$ cat src/rtl/conv_enc_framer_if.sv
// Byte-stream handshake into the framer: word, valid, last-of-frame and ready.
interface conv_enc_framer_if #(
  parameter int W = 8
);
  logic [W-1:0] in_data;
  logic         in_valid;
  logic         in_last;
  logic         in_ready;

  modport master (output in_data, output in_valid, output in_last, input in_ready);
  modport slave  (input in_data, input in_valid, input in_last, output in_ready);
endinterface

$ cat src/rtl/conv_enc_framer.sv
// Framer in front of conv_enc: loads both generator masks, then serialises
// words MSB-first onto data_in and flushes the encoder with N-1 zero tail
// bits after the last word of each frame.
module conv_enc_framer #(
  parameter int N = 4,
  parameter int W = 8
) (
  input  logic                 clk,
  input  logic                 reset,
  conv_enc_framer_if.slave     in_if,
  input  logic [N-1:0]         mask0_cfg,
  input  logic [N-1:0]         mask1_cfg,
  input  logic                 cfg_update,
  output logic [1:0]           load_mask,
  output logic [N-1:0]         mask,
  output logic                 data_in,
  output logic                 bit_valid,
  output logic                 frame_start,
  output logic                 tail,
  output logic                 err_underrun,
  output logic                 busy
);

  // Counter must reach both W-1 (data bits) and N-2 (tail bits).
  localparam int CW = $clog2((W > N) ? W : N) + 1;

  typedef enum logic [2:0] {CFG0, CFG1, IDLE, SHIFT, HOLD, TAIL} state_t;

  state_t          state_reg, state_next;
  logic [W-1:0]    shreg_reg, shreg_next;
  logic [CW-1:0]   cnt_reg, cnt_next;
  logic            last_reg, last_next;
  logic            data_in_reg, data_in_next;
  logic            bit_valid_reg, bit_valid_next;
  logic            frame_start_reg, frame_start_next;
  logic            tail_reg, tail_next;
  logic            err_reg, err_next;
  logic            in_ready_c;
  logic            accept;

  // Next-state, handshake and mask-load decode; bit outputs are computed one
  // cycle early so they appear registered right after the accepting edge.
  always_comb begin
    state_next       = state_reg;
    shreg_next       = shreg_reg;
    cnt_next         = cnt_reg;
    last_next        = last_reg;
    data_in_next     = 1'b0;
    bit_valid_next   = 1'b0;
    frame_start_next = 1'b0;
    tail_next        = 1'b0;
    err_next         = 1'b0;
    in_ready_c       = 1'b0;
    load_mask        = 2'b00;
    mask             = '0;
    accept           = 1'b0;

    case (state_reg)
      CFG0: begin
        load_mask  = 2'b01;
        mask       = mask0_cfg;
        state_next = CFG1;
      end
      CFG1: begin
        load_mask  = 2'b10;
        mask       = mask1_cfg;
        state_next = IDLE;
      end
      IDLE: begin
        in_ready_c = !cfg_update;
        if (cfg_update) begin
          state_next = CFG0;
        end else if (in_if.in_valid) begin
          accept           = 1'b1;
          frame_start_next = 1'b1;
        end
      end
      SHIFT: begin
        if (cnt_reg == CW'(W - 1)) begin
          // LSB on the wire: chain the next word, flush, or fall into a gap.
          in_ready_c = !last_reg;
          if (last_reg) begin
            state_next     = TAIL;
            cnt_next       = '0;
            bit_valid_next = 1'b1;
            tail_next      = 1'b1;
          end else if (in_if.in_valid) begin
            accept = 1'b1;
          end else begin
            state_next = HOLD;
            err_next   = 1'b1;
          end
        end else begin
          data_in_next   = shreg_reg[W-1];
          bit_valid_next = 1'b1;
          shreg_next     = {shreg_reg[W-2:0], 1'b0};
          cnt_next       = cnt_reg + 1'b1;
        end
      end
      HOLD: begin
        in_ready_c = 1'b1;
        if (in_if.in_valid) begin
          accept = 1'b1;
        end else begin
          err_next = 1'b1;
        end
      end
      TAIL: begin
        if (cnt_reg == CW'(N - 2)) begin
          state_next = IDLE;
        end else begin
          cnt_next       = cnt_reg + 1'b1;
          bit_valid_next = 1'b1;
          tail_next      = 1'b1;
        end
      end
      default: state_next = CFG0;
    endcase

    // An accepted word puts its MSB out immediately; the rest waits in shreg.
    if (accept) begin
      state_next     = SHIFT;
      data_in_next   = in_if.in_data[W-1];
      bit_valid_next = 1'b1;
      shreg_next     = {in_if.in_data[W-2:0], 1'b0};
      cnt_next       = '0;
      last_next      = in_if.in_last;
    end
  end

  // State and registered bit outputs; reset aborts any frame in flight.
  always_ff @(posedge clk or negedge reset) begin
    if (!reset) begin
      state_reg       <= CFG0;
      shreg_reg       <= '0;
      cnt_reg         <= '0;
      last_reg        <= 1'b0;
      data_in_reg     <= 1'b0;
      bit_valid_reg   <= 1'b0;
      frame_start_reg <= 1'b0;
      tail_reg        <= 1'b0;
      err_reg         <= 1'b0;
    end else begin
      state_reg       <= state_next;
      shreg_reg       <= shreg_next;
      cnt_reg         <= cnt_next;
      last_reg        <= last_next;
      data_in_reg     <= data_in_next;
      bit_valid_reg   <= bit_valid_next;
      frame_start_reg <= frame_start_next;
      tail_reg        <= tail_next;
      err_reg         <= err_next;
    end
  end

  assign in_if.in_ready = in_ready_c;
  assign data_in        = data_in_reg;
  assign bit_valid      = bit_valid_reg;
  assign frame_start    = frame_start_reg;
  assign tail           = tail_reg;
  assign err_underrun   = err_reg;
  assign busy           = (state_reg != IDLE);

endmodule

$ cat src/flat_wrapper.sv
// flat-port wrapper written by rule: the top's interface ports become plain ports
module conv_enc_framer_flat 
#(
  parameter int N = 4,
  parameter int W = 8
)
  (clk, reset, mask0_cfg, mask1_cfg, cfg_update, load_mask, mask, data_in, bit_valid, frame_start, tail, err_underrun, busy, in_if_in_data, in_if_in_valid, in_if_in_last, in_if_in_ready);
  conv_enc_framer_if #(.W(W)) in_if_i ();
  input  logic clk;
  input  logic reset;
  input  logic [N-1:0] mask0_cfg;
  input  logic [N-1:0] mask1_cfg;
  input  logic cfg_update;
  output logic [1:0] load_mask;
  output logic [N-1:0] mask;
  output logic data_in;
  output logic bit_valid;
  output logic frame_start;
  output logic tail;
  output logic err_underrun;
  output logic busy;
  input wire logic [$bits(in_if_i.in_data)-1:0] in_if_in_data;
  input wire logic [$bits(in_if_i.in_valid)-1:0] in_if_in_valid;
  input wire logic [$bits(in_if_i.in_last)-1:0] in_if_in_last;
  output wire logic [$bits(in_if_i.in_ready)-1:0] in_if_in_ready;
  assign in_if_i.in_data = in_if_in_data;
  assign in_if_i.in_valid = in_if_in_valid;
  assign in_if_i.in_last = in_if_in_last;
  assign in_if_in_ready = in_if_i.in_ready;
  conv_enc_framer #(.N(N), .W(W)) u_core (.clk(clk), .reset(reset), .in_if(in_if_i), .mask0_cfg(mask0_cfg), .mask1_cfg(mask1_cfg), .cfg_update(cfg_update), .load_mask(load_mask), .mask(mask), .data_in(data_in), .bit_valid(bit_valid), .frame_start(frame_start), .tail(tail), .err_underrun(err_underrun), .busy(busy));
endmodule
$ cat config.mk
export PLATFORM = sky130hd
export DESIGN_NAME = conv_enc_framer_flat
export DESIGN_NICKNAME = d
export VERILOG_FILES = /design/src/rtl/conv_enc_framer_if.sv /design/src/rtl/conv_enc_framer.sv /design/src/flat_wrapper.sv
export SDC_FILE = /design/constraint.sdc
export NUM_CORES = 1
export LEC_CHECK = 0
export BUFFER_PORTS_ARGS = -buffer_cell sky130_fd_sc_hd__buf_2
export CAP_MARGIN = 40
export CELL_PAD_IN_SITES_DETAIL_PLACEMENT = 1
export CELL_PAD_IN_SITES_GLOBAL_PLACEMENT = 1
export CORE_MARGIN = 2
export CORE_UTILIZATION = 30
export DETAILED_ROUTE_END_ITERATION = 12
export PLACE_DENSITY = 0.62
export SYNTH_ARGS = -nofsm -noshare
export SYNTH_HDL_FRONTEND = slang
export SYNTH_SLANG_ARGS = --single-unit
export TNS_END_PERCENT = 10
$ cat constraint.sdc
create_clock -name clk -period 3.6 [get_ports clk]
set_input_delay 0.18 -clock clk [delete_from_list [all_inputs] [get_ports clk]]
set_output_delay 0.18 -clock clk [all_outputs]
set_load 0.005 [all_outputs]
# Yosys cells after proc, flatten, opt, wreduce, memory -nomap -nowiden
# Index checks and enable logic that the tools add are counted.
dict set report totals {
  wordCells 73
  in_bits 21
  ff_bits 21
}
dict set report classes {
  mux 39
  addsub 1
  reduce_logical 8
  n_eq_ne 16
}
# operator n
set ops {}
lappend ops {{$mux W8} 3}
lappend ops {{$mux W3} 6}
lappend ops {{$pmux W3 S6} 1}
lappend ops {{$mux W1} 17}
lappend ops {{$mux W4} 4}
lappend ops {{$pmux W4 S2} 2}
lappend ops {{$ne A3 B2 Y1 const B} 3}
lappend ops {{$ne A4 B2 Y1 const B} 2}
lappend ops {{$eq A3 B2 Y1 const B} 2}
lappend ops {{$eq A3 B3 Y1 const B} 2}
lappend ops {{$ne A3 B1 Y1 const B} 2}
lappend ops {{$pmux W1 S2} 3}
lappend ops {{$pmux W1 S3} 2}
lappend ops {{$reduce_and A5 Y1} 1}
lappend ops {{$add A4 B1 Y4 const B} 1}
lappend ops {{$eq A4 B2 Y1 const B} 1}
lappend ops {{$eq A4 B3 Y1 const B} 1}
lappend ops {{$ne A2 B1 Y1 const B} 2}
lappend ops {{$pmux W2 S2} 1}
lappend ops {{$eq A3 B1 Y1 const B} 1}
lappend ops {{$logic_not A3 Y1} 1}
lappend ops {{$reduce_and A3 Y1} 1}
lappend ops {{$reduce_bool A3 Y1} 1}
lappend ops {{$logic_not A1 Y1} 2}
lappend ops {{other kinds (2)} 2}

# Logic depth before layout (Yosys ltp)
# Gate-level depths: netlist (run 1).
dict set report logic_depth {
  ltp_word 6
  ltp_mapped 6
}

# Least setup slack after synthesis (run 1)
# Ideal clock, no wire load.
dict set report synth_path {
  path_type {register to register}
  start {register u_core.state_reg[2]}
  end {register u_core.last_reg}
  path_stages_with_launch 5
  t_arrival_ns 1.562
  t_required_ns 3.472
  path_buffers 0
  setup_slack_ns 1.910
  setup_ns 0.128
  path_cell_list {dfrtp_1 -> nand3b_1 -> nor3_2 -> o21a_2 -> mux2_1}
}
dict set report synth_via {
  elab_chain_cells 2
  elab_cells_between_ends 4
  cone_classes {eq/ne (3); mux (1)}
}
# element line_no
set synth_rtl {}
lappend synth_rtl {{start, declared} conv_enc_framer.sv:29} ;# state_t state_reg, state_next;
lappend synth_rtl {{start signal, assigned} conv_enc_framer.sv:144} ;# state_reg <= state_next;
lappend synth_rtl {{$eq A3 B3 Y1 / $eq A3 B2 Y1 (equally long branches)} conv_enc_framer.sv:58} ;# case (state_reg)
lappend synth_rtl {{$pmux W1 S3 *} conv_enc_framer.sv:58}
lappend synth_rtl {{end signal, assigned} conv_enc_framer.sv:147} ;# last_reg <= last_next;
lappend synth_rtl {{end, declared} conv_enc_framer.sv:32} ;# logic last_reg, last_next;
# Every way passes the cells marked *; elsewhere a longest branch is shown, timed or not.
# A chain may end at the register's enable or synchronous reset.

# Final worst setup path (run 1)
dict set report layout_path {
  start {register u_core.state_reg[1]}
  end {register u_core.last_reg}
}
# Same word-level chain as after synthesis.

==> results.json, run 1 <==
{
  "hold_class": "input port to flop",
  "status": "finished clean",
  "syn-num-nets": 134,
  "syn_area_per_cell_um2": 10.1,
  "wire_per_inst_um": 14.8,
  "drt-total-wl_um": 2840,
  "antenna_found_initial": 0,
  "grt_setup_unrepaired": "false",
  "synth-seq-cells": 20,
  "cts_tree": "yes",
  "diodes": 0,
  "largest_reg_flops": 7,
  "p_per_area_mw_per_mm2": 776,
  "register_area_um2": 500,
  "synth_edf_count": 0,
  "synthCells": 111,
  "synthMuxAreaShare_pct": 1.90,
  "row_count": 22,
  "fmax_mhz": 450,
  "synth-main-ff-cell": "dfrtp_1",
  "cp.required_ns": 3.75,
  "ant_nets": 0,
  "finalClockSkew_ns": 0.00749,
  "drtIter0Drc": 38,
  "tightestPinTransition_ns": 0.676,
  "finalSetupTns_ns": 0,
  "maxCapViolCount": 0,
  "async_flop_share_pct": 100,
  "grt_pass1_vias": 1049,
  "cts_buffers": 3,
  "place.gp.congestion": 0.748,
  "clk_pin_slew_ns": 0.07,
  "first_pass_iters": 4,
  "start_kind": "flop",
  "critPathMaxStageDelay_ns": 0.49,
  "worstSetupPathType": "flop to flop",
  "vdd_drop_max_mv": 0.215,
  "start_util_pct": 30.8,
  "syn_area_mm2": 0.00112,
  "grtUsageTotal_pct": 15.4,
  "netlist_top_cells_count": "20 x dfrtp_1, 15 x nand2_1, 13 x o211ai_1",
  "synth_top_area_cell": "dfrtp_1",
  "yosys_warnings": 0,
  "synthTopCellsByArea": "dfrtp_1 45%, o211ai_1 8.7%, nand2_1 5.0%",
  "port_buffers": 33,
  "fin_cells": 191,
  "clock_sinks": 20,
  "multi_input_area_um2": 571,
  "via_per_inst": 5.11,
  "io_pins": 34,
  "slew_headroom_pct": 54.6,
  "cp_cell_sequence": "or3b_4 > a21oi_2 > o21a_2 > mux2_1",
  "synthSimpleGateAreaFrac_pct": 21.1,
  "placed_cells": 186,
  "seq_area_frac_synth_pct": 44.8,
  "synth-xor-area-share_pct": 0,
  "drcViolationCount": 0,
  "setup_viol": 0,
  "hpwl_um": 2150,
  "drv_slew": 0,
  "slowest_stage": "dfrtp_1",
  "nFillCells": 456,
  "grt_first_pass_wirelength_um": 4980,
  "crit_path_end_kind": "flop",
  "coreArea_mm2": 0.00363,
  "cts_max_path_buffers": 2,
  "htree_levels": 1,
  "gr-total-overflow": 0,
  "die_w_um": 65.0,
  "synth_cell_types": 40,
  "crit_family": "compound AO/OA/AOI/OAI gates",
  "synth_compound_area_share_pct": 25.9,
  "synth_top_family_by_area": "compound AO/OA/AOI/OAI gates",
  "min_period_over_period_pct": 61.7,
  "worstPathMaxFanout": 15,
  "finalHoldViolCount": 0,
  "yosysTopAreaCellShare_pct": 44.8,
  "synthAdderAreaFrac_pct": 2.24,
  "clk_latency_ns": 0.26,
  "dieArea_mm2": 0.00423,
  "die_y_um": 65.0,
  "area_growth_pct": 22.5,
  "via_count": 976,
  "fin_nets": 167,
  "leakagePower_nw": 0.628,
  "path_buf_inv": 0,
  "cts_root_buffer": "clkbuf_8",
  "drive_gt1_share_pct": 32.2,
  "grt_max_degree": 21,
  "synth.most_common_cell": "dfrtp_1",
  "crit_arrival_ns": 2.37,
  "period_needed_ns": 2.22
}
[cells in the final DEF (no fill, tap or decap), types with 2 or more instances in the layout]
master,n
inv_1,2
dfrtp_1,20
nor3_1,2
and3_1,2
nand3b_1,3
clkbuf_8,4
a211oi_1,2
nand2_1,15
ha_1,2
o211ai_1,13
buf_2,33
and3b_1,2
or2_1,2
a22o_1,5
o21ai_1,2
nor3b_1,2
nor2_1,9
a21oi_2,2
[where the power goes]
group,switching (mW),internal [mW],total (mW)
registers,0.0932,0.312,0.405
logic,0.253,0.229,0.482
clock network,0.0774,0.0975,0.175
total,0.424,0.638,1.06
[routing by layer]
metal	GRT usage, %	part of all wire, %
met5	0	0
met4	6.25	1.7
met3	2.60	2.9
met2	26.2	48
met1	19.3	47
[worst paths after layout]
path | start | end | slack [ns] | cells past startpoint
setup reg to reg | u_core.state_reg[1] | u_core.last_reg | 1.38 | 4
min in group asynchronous | reset | u_core.cnt_reg[3] | 0.40 | 2
max in group asynchronous | reset | u_core.last_reg | 2.89 | 2
hold reg to reg | u_core.shreg_reg[4] | u_core.shreg_reg[5] | 0.51 | 2
setup / recovery | u_core.state_reg[1] | u_core.last_reg | 1.38 | 4
hold / removal | cfg_update | u_core.frame_start | 0.09 | 2
[per-stage QoR]
step | worst slack, ns | instance area (µm²) | util, % | power [mW] | hold WS [ns]
6_report | 1.38 | 1370 | 37.7 | 1.06 | 0.0913
5_1_grt | 1.23 | 1370 | 37.7 | 1.16 | 0.0886
4_1_cts | 1.37 | 1370 | 37.7 | 1.08 | 0.0876
3_5_place_dp | 1.38 | 1300 | 35.9 | 0.897 | 0.174
3_3_place_gp | 1.46 | 1300 | 35.9 | 0.875 | 0.164
2_1_floorplan | 1.91 | 1120 | - | 0.751 | -0.116
[area by class of cell]
class / count / area share, %
multi-input cells: 83 / 41.7
well taps: 48 / 4.39
inverters: 2 / 0.548
repair buffers: 34 / 12.8
clock buffers: 4 / 4.02
flip-flops and latches: 20 / 36.6
[cell families (layout without fill, tap and decap cells)]
kind of cell	Yosys count	count (layout)
compound gates	36	36
simple gates	43	43
fa+ha+maj	2	2
mux	2	2
flops	20	20
buf+inv	8	40
[repair_timing]
item / 4_1_cts / 5_1_grt
resized for setup: 0 / 0
hold buffers: 1 / 0
buffers inserted: 0 / 0
hold endpoints to repair: 20 / 0
(Power assumes the default switching activity.)
==> run 2: changes to the inputs <==
Settings changed: PLACE_DENSITY 0.62 to 0.65.
Clock period 3.6 ns to 2 ns, I/O delays scaled along.
==> run 2 against run 1 <==
Net effect:
- worst setup slack got worse by 1.2 ns
- clock power rose by 51%
- sequential cell count did not move
- critical path depth rose by 1
==> results.json, run 2 (synthesis gave the netlist of run 1 again) <==
{
  "clk_pin_slew_ns": 0.07,
  "leakagePower_nw": 0.643,
  "dieArea_mm2": 0.00423,
  "wire_per_inst_um": 14.9,
  "layout_common_cells": "33 x buf_2, 20 x dfrtp_1, 15 x nand2_1",
  "die_y_um": 65.0,
  "htree_levels": 1,
  "clk_latency_ns": 0.26,
  "worstSetupPathType": "flop to output pin",
  "crit_path_end_kind": "output pin",
  "finalClockSkew_ns": 0.00267,
  "gr-total-overflow": 0,
  "placed_cells": 190,
  "fin_cells": 194,
  "wl_met2_um": 1510,
  "area_growth_pct": 24.4,
  "first_pass_iters": 4,
  "grt_max_degree": 21,
  "ant_nets": 0,
  "fin_nets": 171,
  "io_pins": 34,
  "fmax_mhz": 534,
  "place.gp.congestion": 0.784,
  "vdd_drop_max_mv": 0.432,
  "holdWs_ns": 0.0166,
  "highest_layer": "met4",
  "cts_tree": "yes",
  "via_count": 984,
  "drcViolationCount": 0,
  "start_kind": "flop",
  "crit_end": "in_if_in_ready",
  "hold_class": "input port to flop",
  "grtUsageTotal_pct": 15.7,
  "clock_sinks": 20,
  "port_buffers": 33,
  "grt_pass1_vias": 1090,
  "die_w_um": 65.0,
  "cts_root_buffer": "clkbuf_8",
  "drt-total-wl_um": 2890,
  "cts_max_path_buffers": 2,
  "min_period_over_period_pct": 93.6,
  "p_per_area_mw_per_mm2": 1370,
  "largest_reg_flops": 7,
  "hp-start": "cfg_update",
  "period_needed_ns": 1.87,
  "rrSetupSlack_ns": 0.17,
  "utilization_pct": 38.3,
  "via_per_inst": 5.07,
  "grt_setup_unrepaired": "false",
  "status": "finished clean",
  "finalHoldViolCount": 0,
  "tightestPinTransition_ns": 0.537,
  "diodes": 0,
  "cp-startpoint": "u_core.state_reg[1]",
  "cts_buffers": 3,
  "hpwl_um": 2290,
  "setup_viol": 0,
  "layout_commonest_cell": "buf_2",
  "grt_first_pass_wirelength_um": 5100,
  "cp.required_ns": 1.90,
  "r2r_end": "u_core.last_reg",
  "drive_gt1_share_pct": 34.2,
  "worstPathMaxFanout": 10,
  "crit_arrival_ns": 1.77,
  "drtIter0Drc": 35,
  "worstHoldPathCells": 2,
  "dr_wl_met3_um": 93,
  "start_util_pct": 30.8,
  "maxCapViolCount": 0,
  "antenna_found_initial": 0,
  "reg2reg_from": "u_core.state_reg[1]",
  "r2r_cells": 4,
  "finalPower_mw": 1.91,
  "row_count": 22,
  "drv_slew": 0,
  "slew_headroom_pct": 64.1,
  "wl_met1_um": 1260,
  "finalSetupTns_ns": 0,
  "coreArea_mm2": 0.00363
}
[run 2: what timing repair did]
item / CTS / global route
endpoints found under the hold margin: 20 / 0
hold buffers: 1 / 0
setup buffers: 0 / 0
setup endpoints to repair: 0 / 4
resized for setup: 0 / 1
[run 2: where the power goes]
part           switching (mW)  leakage, nW  internal (mW)
combinational           0.469        0.363          0.441
sequential              0.172        0.258          0.562
clock                   0.130       0.0216          0.134
[run 2: cell type report]
cell class / instances / area, µm²
Tap cell: 48 / 60.1
Multi-Input combinational cell: 83 / 576
Sequential cell: 20 / 500
Timing Repair Buffer: 38 / 205
Clock buffer: 3 / 41.3
Inverter: 2 / 7.51
Fill cell: 447 / 2240
[run 2: worst min path at each step]
stage / endpoint / slack, ns
2_1_floorplan: u_core.bit_valid / -0.20
3_3_place_gp: u_core.err_underrun / 0.08
3_5_place_dp: u_core.err_underrun / 0.08
4_1_cts: u_core.frame_start / 0.008
5_1_grt: u_core.frame_start / 0.01
6_report: u_core.frame_start / 0.02
[run 2: worst max-delay path: stages (launching register included)]
cell and delay (ns):
dfrtp_1 0.51, or3b_4 0.44, a21oi_2 0.16, buf_4 0.19, or2_1 0.11, buf_2 0.10
[run 2: metrics by stage]
stage	instance area, µm²	worst slack [ns]
3_3_place_gp	1330	0.276
2_1_floorplan	1120	0.310
3_5_place_dp	1330	0.197
5_1_grt	1390	0.0145
4_1_cts	1390	0.137
6_report	1390	0.129
[run 2: routing by layer]
| layer | up-vias | global-route usage [%] |
|---|---|---|
| met1 | 483 | 18.4 |
| met2 | 14 | 28.9 |
| met4 | 0 | 4.69 |
| met3 | 2 | 3.13 |
| met5 | - | 0 |
| li1 | 485 | - |
==> run 3: changes to the inputs <==
==> constraint.sdc (replaced) <==
create_clock -name clk -period 2 [get_ports clk]
set_input_delay 0.2 -clock clk [delete_from_list [all_inputs] [get_ports clk]]
set_output_delay 0.2 -clock clk [all_outputs]
set_load 0.005 [all_outputs]
==> run 3 against run 2 <==
Net effect:
- power rose by 7.3%
- clock skew fell by 0.0012 ns
- hold slack improved by 0.10 ns
- largest cell class unchanged
- cell area rose by 1.9%
- maximum frequency fell by 0.91%
- sequential cell count did not move
==> results.json, run 3 (synthesis gave the netlist of run 1 again) <==
{
  "io_pins": 34,
  "start_util_pct": 30.8,
  "fin_nets": 171,
  "slew_headroom_pct": 65.0,
  "finalHoldViolCount": 0,
  "cts_max_path_buffers": 2,
  "clk_pin_slew_ns": 0.08,
  "finalClockSkew_ns": 0.00146,
  "die_w_um": 65.0,
  "clk_latency_ns": 0.25,
  "cts_root_buffer": "clkbuf_8",
  "p_per_area_mw_per_mm2": 1450,
  "ant_nets": 0,
  "diodes": 0,
  "status": "finished clean",
  "design_area_mm2": 0.00142,
  "fin_ws_ns": 0.112,
  "worstPathMaxFanout": 10,
  "drcViolationCount": 0,
  "antenna_found_initial": 0,
  "port_buffers": 33,
  "row_count": 22,
  "hpwl_um": 2160,
  "gr-total-overflow": 0,
  "largest_reg_flops": 7,
  "drv_slew": 0,
  "place.gp.congestion": 0.798,
  "via_per_inst": 5.03,
  "grtUsageTotal_pct": 14.9,
  "wl_met1_um": 1260,
  "dr_wl_met3_um": 108,
  "grt_pass1_vias": 1041,
  "tightestPinTransition_ns": 0.523,
  "highest_layer": "met4",
  "placed_cells": 190,
  "setup_viol": 0,
  "via_count": 981,
  "vdd_drop_max_mv": 0.422,
  "area_growth_pct": 26.8,
  "drive_gt1_share_pct": 34.7,
  "cts_setup_buffers": 0,
  "grt_first_pass_wirelength_um": 4970,
  "wire_per_inst_um": 14.4,
  "wl_met2_um": 1430,
  "fin_cells": 195,
  "min_period_over_period_pct": 94.4,
  "finalSetupTns_ns": 0,
  "leakagePower_nw": 0.655,
  "first_pass_iters": 4,
  "drtIter0Drc": 60,
  "dieArea_mm2": 0.00423,
  "htree_levels": 1,
  "cts_tree": "yes",
  "cts_buffers": 3,
  "grt_max_degree": 21,
  "period_needed_ns": 1.89,
  "crit_arrival_ns": 1.69,
  "dp_slack_ns": 0.239,
  "fmax_mhz": 530,
  "hold_class": "input port to flop",
  "start_kind": "flop",
  "grt_setup_unrepaired": "false",
  "crit_path_end_kind": "output pin",
  "worstSetupPathType": "flop to output pin",
  "coreArea_mm2": 0.00363,
  "clock_sinks": 20,
  "cp.required_ns": 1.80,
  "drt-total-wl_um": 2810,
  "die_y_um": 65.0,
  "layout_commonest_cell": "buf_2",
  "layout_common_cells": "33 x buf_2, 19 x dfrtp_1, 15 x nand2_1",
  "maxCapViolCount": 0,
  "dpl-instance-area_mm2": 0.00133
}
## run 3: what timing repair did
action | 4_1_cts | 5_1_grt
gates resized for setup | 0 | 1
endpoints found under the setup margin | 0 | 1
hold buffers | 1 | 0
endpoints found under the hold margin | 20 | 0
## run 3: worst paths after layout
| kind | cells after the start | start | slack [ns] | endpoint |
|---|---|---|---|---|
| max in group asynchronous | 2 | reset | 1.23 | u_core.state_reg[1] |
| worst min-delay path | 2 | cfg_update | 0.12 | u_core.frame_start |
| worst max register to register | 5 | u_core.cnt_reg[0] | 0.25 | u_core.cnt_reg[3] |
| worst min register to register | 2 | u_core.shreg_reg[2] | 0.52 | u_core.shreg_reg[3] |
| worst max-delay path | 5 | u_core.state_reg[2] | 0.11 | in_if_in_ready |
| min in group asynchronous | 2 | reset | 0.43 | u_core.err_underrun |
## run 3: per-layer routing
layer	global-route usage, %	vias up
met1	20.1	474
met3	1.56	2
met4	2.34	0
met2	26.4	18
li1	-	487
met5	0	-
## run 3: metrics by stage
stage          hold WS, ns  power [mW]  utilization (%)
2_1_floorplan      -0.0956        1.35                -
3_3_place_gp         0.180        1.60             36.7
3_5_place_dp         0.182        1.65             36.7
4_1_cts              0.119        2.06             38.9
5_1_grt              0.124        2.23             39.0
6_report             0.116        2.05             39.0
## run 3: cell type report
type / count / area [µm²]
Clock buffer: 3 / 41.3
Clock inverter: 1 / 30.0
Fill cell: 436 / 2220
Inverter: 2 / 7.51
Multi-Input combinational cell: 83 / 571
Sequential cell: 20 / 502
Tap cell: 48 / 60.1
Timing Repair Buffer: 38 / 205
## run 3: where the power goes
| part | total [mW] | internal [mW] | switching (mW) | leakage, nW |
|---|---|---|---|---|
| registers | 0.740 | 0.564 | 0.176 | 0.257 |
| clock network | 0.408 | 0.267 | 0.141 | 0.0357 |
| logic | 0.902 | 0.440 | 0.462 | 0.362 |
## run 3: worst max-delay path: stages (launching register included)
cell and delay [ns]:
dfrtp_1 0.46, or3b_4 0.42, a21oi_2 0.16, buf_4 0.19
or2_1 0.11, buf_2 0.10
